===== src/rtl/io_input_conditioner.sv =====
// Pin-side conditioner for switches and buttons: 2-flop synchronizer, tick-sampled
// counting debouncer, and registered one-cycle press/release pulses for the buttons.
module io_input_conditioner #(
  parameter int SW_W           = 32,
  parameter int BTN_W          = 4,
  parameter int TICK_DIV       = 50000,
  parameter int SAMPLES        = 4,
  parameter int BTN_ACTIVE_LOW = 1
) (
  input  logic             i_clk,
  input  logic             i_rst,
  input  logic [SW_W-1:0]  i_sw_raw,
  input  logic [BTN_W-1:0] i_btn_raw,
  output logic [SW_W-1:0]  o_io_sw,
  output logic [BTN_W-1:0] o_io_btn,
  output logic [BTN_W-1:0] o_btn_press,
  output logic [BTN_W-1:0] o_btn_release,
  output logic             o_tick
);

  localparam int N   = SW_W + BTN_W;
  localparam int TCW = (TICK_DIV > 2) ? $clog2(TICK_DIV) : 1;
  localparam int CW  = (SAMPLES > 1) ? $clog2(SAMPLES + 1) : 1;

  localparam logic [TCW-1:0]   TICK_LAST = TCW'(TICK_DIV - 1);
  localparam logic [TCW-1:0]   TICK_PRE  = TCW'(TICK_DIV - 2);
  localparam logic [TCW-1:0]   TICK_ONE  = TCW'(1);
  localparam logic [CW-1:0]    CNT_LAST  = CW'(SAMPLES - 1);
  localparam logic [CW-1:0]    CNT_ONE   = CW'(1);
  localparam logic [BTN_W-1:0] BTN_POL   = (BTN_ACTIVE_LOW != 0) ? {BTN_W{1'b1}} : {BTN_W{1'b0}};

  logic [N-1:0]     w_raw;
  logic [N-1:0]     w_stab;
  logic [N-1:0]     r_sync1;
  logic [N-1:0]     r_sync2;
  logic [TCW-1:0]   r_tick_cnt;
  logic             r_tick;
  logic [BTN_W-1:0] r_btn_d;
  logic [BTN_W-1:0] r_press;
  logic [BTN_W-1:0] r_release;

  // Buttons are inverted up front so every internal bit uses 1 = active.
  assign w_raw = {i_btn_raw ^ BTN_POL, i_sw_raw};

  always_ff @(posedge i_clk or posedge i_rst) begin
    if (i_rst) begin
      r_sync1 <= {N{1'b0}};
      r_sync2 <= {N{1'b0}};
    end else begin
      r_sync1 <= w_raw;
      r_sync2 <= r_sync1;
    end
  end

  // r_tick is registered from the pre-terminal count so it is high exactly while the count sits at TICK_DIV-1.
  always_ff @(posedge i_clk or posedge i_rst) begin
    if (i_rst) begin
      r_tick_cnt <= {TCW{1'b0}};
      r_tick     <= 1'b0;
    end else begin
      if (r_tick_cnt == TICK_LAST) begin
        r_tick_cnt <= {TCW{1'b0}};
      end else begin
        r_tick_cnt <= r_tick_cnt + TICK_ONE;
      end
      r_tick <= (r_tick_cnt == TICK_PRE);
    end
  end

  for (genvar g = 0; g < N; g++) begin : g_db
    logic          r_stab;
    logic [CW-1:0] r_cnt;

    always_ff @(posedge i_clk or posedge i_rst) begin
      if (i_rst) begin
        r_stab <= 1'b0;
        r_cnt  <= {CW{1'b0}};
      end else if (r_tick) begin
        if (r_sync2[g] == r_stab) begin
          r_cnt <= {CW{1'b0}};
        end else if (r_cnt == CNT_LAST) begin
          r_stab <= r_sync2[g];
          r_cnt  <= {CW{1'b0}};
        end else begin
          r_cnt <= r_cnt + CNT_ONE;
        end
      end
    end

    assign w_stab[g] = r_stab;
  end

  always_ff @(posedge i_clk or posedge i_rst) begin
    if (i_rst) begin
      r_btn_d   <= {BTN_W{1'b0}};
      r_press   <= {BTN_W{1'b0}};
      r_release <= {BTN_W{1'b0}};
    end else begin
      r_btn_d   <= w_stab[N-1:SW_W];
      r_press   <= w_stab[N-1:SW_W] & ~r_btn_d;
      r_release <= ~w_stab[N-1:SW_W] & r_btn_d;
    end
  end

  assign o_io_sw       = w_stab[SW_W-1:0];
  assign o_io_btn      = w_stab[N-1:SW_W];
  assign o_btn_press   = r_press;
  assign o_btn_release = r_release;
  assign o_tick        = r_tick;

endmodule


===== config.mk =====
export PLATFORM = sky130hd
export DESIGN_NAME = io_input_conditioner
export DESIGN_NICKNAME = d
export VERILOG_FILES = /design/src/rtl/io_input_conditioner.sv
export SDC_FILE = /design/constraint.sdc
export NUM_CORES = 1
export LEC_CHECK = 0
export BUFFER_PORTS_ARGS = -buffer_cell sky130_fd_sc_hd__buf_4
export CORE_MARGIN = 2
export CORE_UTILIZATION = 45
export CTS_BUF_LIST = sky130_fd_sc_hd__clkbuf_8
export DETAILED_ROUTE_END_ITERATION = 8
export GPL_TIMING_DRIVEN = 0
export MAX_ROUTING_LAYER = met4
export PLACE_DENSITY = 0.73
export SLEW_MARGIN = 0
export SYNTH_ARGS = -nofsm -noshare
export SYNTH_HDL_FRONTEND = slang
export SYNTH_SLANG_ARGS = --single-unit

===== constraint.sdc =====
create_clock -name i_clk -period 19.1 [get_ports i_clk]
set_clock_uncertainty 0.1 [all_clocks]
set_input_delay 3.82 -clock i_clk [delete_from_list [all_inputs] [get_ports i_clk]]
set_output_delay 3.82 -clock i_clk [all_outputs]
set_load 0.1 [all_outputs]

* Word-level counts from Yosys, hierarchy flattened
Cells that the tools add are included.
** Word-level totals
- Input port bits :: 38
- Word-level logic and storage cells :: 340
- Bits in registers :: 245
- Output and inout port bits :: 45
** Operators by class
- Reduce and logical (&&, ||, !) cells :: 36
- Bitwise operators :: 41
- Equal/unequal tests :: 74
- Muxes and demuxes :: 73
- $add $sub $neg :: 37
** Operator list (number)
- $mux W3 :: 72
- $add A3 B1 Y3 const B :: 36
- $eq A3 B2 Y1 const B :: 36
- $reduce_and A3 Y1 :: 36
- $eq A1 B1 Y1 :: 36
- $not A1 Y1 :: 36
- $eq A16 B16 Y1 const B :: 2
- $add A16 B1 Y16 const B :: 1
- $mux W16 :: 1
- $not A4 Y4 :: 3
- $and A4 B4 Y4 :: 2

* Depth between registers and ports, before layout
- Depth in word-level cells :: 3
- Mapped depth :: 5

* Worst setup path before layout
No wires, ideal clock.
- Path kind :: reg-to-output
- Start point :: register r_tick (netlist: o_tick)
- End point :: output port o_tick
- Arrival time :: 0.907 ns
- Slack :: 14.273 ns
- Stages on the path, launching flop included :: 1
- Data required time :: 15.180 ns
- Cell sequence :: dfrtp_1
** RTL lines
- from (decl) :: RTL line 37 : logic r_tick;
- from (signal assigned) :: RTL line 66 : r_tick <= (r_tick_cnt == TICK_PRE);
- to (decl) :: RTL line 18 : output logic o_tick
No word-level cell between the ends.

* Final worst setup path
- Start point :: register g_db[32].r_stab
- End point :: output port o_io_btn[0]
** RTL lines
- from (decl) :: RTL line 71 : logic r_stab;
- from (signal assigned) :: RTL line 82 : r_stab <= r_sync2[g];
- to (decl) :: RTL line 15 : output logic [BTN_W-1:0] o_io_btn,
No word-level cell between the ends.

==> reports/metrics.yaml <==
cts_max_level: 2
final_design_area_no_fill_um2: 11970
antenna_found_initial: 0
syn_nets: 906
grt_use_total: 0.1553
slew_viol_final: 0
grt_start_max_net_pins: 103
rsz0062_at_grt: "no"
status: "completed"
cp.required_ns: 15.18
finalCritPeriodShare: 0.2803
drt_wl_total_um: 17090
firstDrtPassIters: 4
drtIter0Drc: 180
viasPerCell: 4.805
cts-root-buf: "clkbuf_8"
core_area_um2: 21960
min_period_ns: 5.354
grt_pass1_vias: 6375
seq_area_frac_synth: 0.6067
cp_max_fo: 6
grt_overflow: 0
peakVddDrop_mv: 0.06014
cpPeakStageDelay_ns: 0.46
die_w_um: 153.9
hold_viol_final: 0
cts_made_buffers: 41
die-area_um2: 23670
worstMarginPinSlew_ns: 0.5952
syn_area_um2: 10110
ctsResizeCount: 0
clkLatencyLatePin_ns: 0.55
drc: 0
num_antenna_cells: 0
netlist.top_cell.by_area: "dfrtp_1"
cts_hold_buffers: 0
critPathMostFrequentCell: "buf_4"
ys_seq_elements: 245
synth_edf_count: 0
final_nets: 1033
p_leak_uw: 0.006053
post-dp-hpwl_um: 11310
avgSynthCellArea_um2: 12.18
hp-class: "reg -> reg"
areaGrowthSynthToFinish_pct: 18.42
wl_per_cell_um: 13.51
synthCells: 830
critPathLaunchType: "flip-flop"
portBuffers: 82
synth_common_cells: "dfrtp_1, mux2_2, inv_1"
relSlewSlack: 0.6032
synth.area.top_cells: "dfrtp_1, mux2_2, ha_1, xnor2_1, buf_4"
gp_congestion: 0.7707
critPathCaptureType: "primary output"
die_y_um: 153.9
cts_tree: "done"
start_util: 0.4602
critical_path.cell_chain: "buf_4 -> buf_4"
cp.arrival_ns: 1.43
drive_gt1_frac: 0.2741
drv_cap: 0
power_density_nw_per_um2: 84.60
cts_num_sinks: 245
synth_flop_cell: "dfrtp_1"
yosysMostFrequentCell: "dfrtp_1"
netlist.area_leader.share: 0.6067
cp_slowest_cell: "dfrtp_1"
clk_pin_slew_ns: 0.06
criticalPathCategory: "reg -> out"
detail-route-antenna-nets: 0
ys_types: 34
ios: 83
ys_warn_count: 0
total_power_uw: 1012
setup_viol: 0
post_cts_buffers: 0
fp-row-count: 54
async_flop_share: 1.000
grt_pass1_wl_um: 29480
post_dp_cell_area_um2: 11130
fmax_mhz: 186.8
crit_buf_inv: 2
clockBufferDepth: 3
vias: 6078
critPathTopFamily: "flip-flops"
fin_tns_setup_ns: 0
==> layout by cell type, fill, tap and decap left out, types with 2 or more instances in the layout <==
cell / count
nand2b_1: 2
nand3_1: 28
xnor2_1: 43
o21a_1: 22
ha_1: 38
xor2_1: 4
nor2b_1: 20
buf_16: 2
nor4b_1: 2
a21oi_1: 3
dfrtp_1: 245
inv_1: 79
clkbuf_1: 3
clkinv_2: 4
buf_2: 14
o21ai_0: 17
a21o_1: 22
nor3_1: 16
nand2_1: 55
buf_4: 118
nor2_1: 53
clkinv_8: 2
and2_1: 13
nand3b_1: 2
buf_1: 3
o22ai_1: 37
mux2_2: 70
nand4_1: 4
clkbuf_8: 52
==> per-stage QoR <==
step	util	cells	setup slack [ns]	hold slack, ns
global placement	0.5042	1192	5.752	0.2315
finish	0.5450	1265	13.75	0.2273
global route	0.5450	1265	13.69	0.2324
floorplan	-	830	8.450	0.2312
detailed placement	0.5071	1194	13.85	0.2347
CTS	0.5450	1265	13.71	0.2288
==> state kept, by name, summed over array words and instances, names as in the netlist <==
register / flops
r_sync1: 36
r_btn_d: 4
r_tick_cnt: 16
r_sync2: 36
o_btn_press: 4
o_tick: 1
g_db.r_cnt: 108
g_db.r_stab: 36
o_btn_release: 4
==> final cells by class <==
type | instances | area (µm²)
inverters | 69 | 266.5
multi-input cells | 460 | 3353
repair buffers | 84 | 670.6
clock buffers | 52 | 715.7
well taps | 280 | 350.3
fillers | 1845 | 9991
flip-flops and latches | 245 | 6131
clock inverters | 19 | 117.6
plain buffers | 56 | 362.8
==> final timing paths <==
kind / endpoint / from / slack [ns] / cells past startpoint
max in group asynchronous: r_sync1[15]$_DFF_PP0_ / i_rst / 14.47 / 4
min in group asynchronous: o_btn_release[1]$_DFF_PP0_ / i_rst / 3.15 / 2
worst max-delay path: o_io_btn[0] / g_db[32].r_stab$_DFFE_PP0P_ / 13.75 / 2
worst max register to register: g_db[25].r_cnt[1]$_DFFE_PP0P_ / o_tick$_DFF_PP0_ / 17.30 / 4
worst min register to register: r_sync2[30]$_DFF_PP0_ / r_sync1[30]$_DFF_PP0_ / 0.23 / 0
worst min-delay path: r_sync2[30]$_DFF_PP0_ / r_sync1[30]$_DFF_PP0_ / 0.23 / 0
==> metal layers <==
metal,share of wire,up-vias,GRT usage
met5,0,-,-
met4,0.018,0,0.04851
met3,0.044,33,0.03213
met2,0.48,105,0.2533
met1,0.46,2949,0.1964
li1,-,2991,-
==> power by group <==
part           total, µW  internal [µW]  switching [µW]  leakage (µW)
logic               26.4           10.9            15.5       0.00234
clock network        455            248             207      0.000469
registers            531            527            3.76       0.00324
==> kinds of logic (layout without fill, tap and decap cells) <==
logic type               Yosys count  count (layout)  synth area share
flip-flops                       245             245            0.6067
AND/OR/NAND/NOR                  202             202           0.09892
buffers and inverters            125             280           0.06153
AO/OA/AOI/OAI                    103             103           0.06710
multiplexers                      70              70           0.07800
XOR/XNOR                          47              47           0.04073
adder cells (fa/ha/maj)           38              38           0.04705
(Power assumes the default switching activity.)
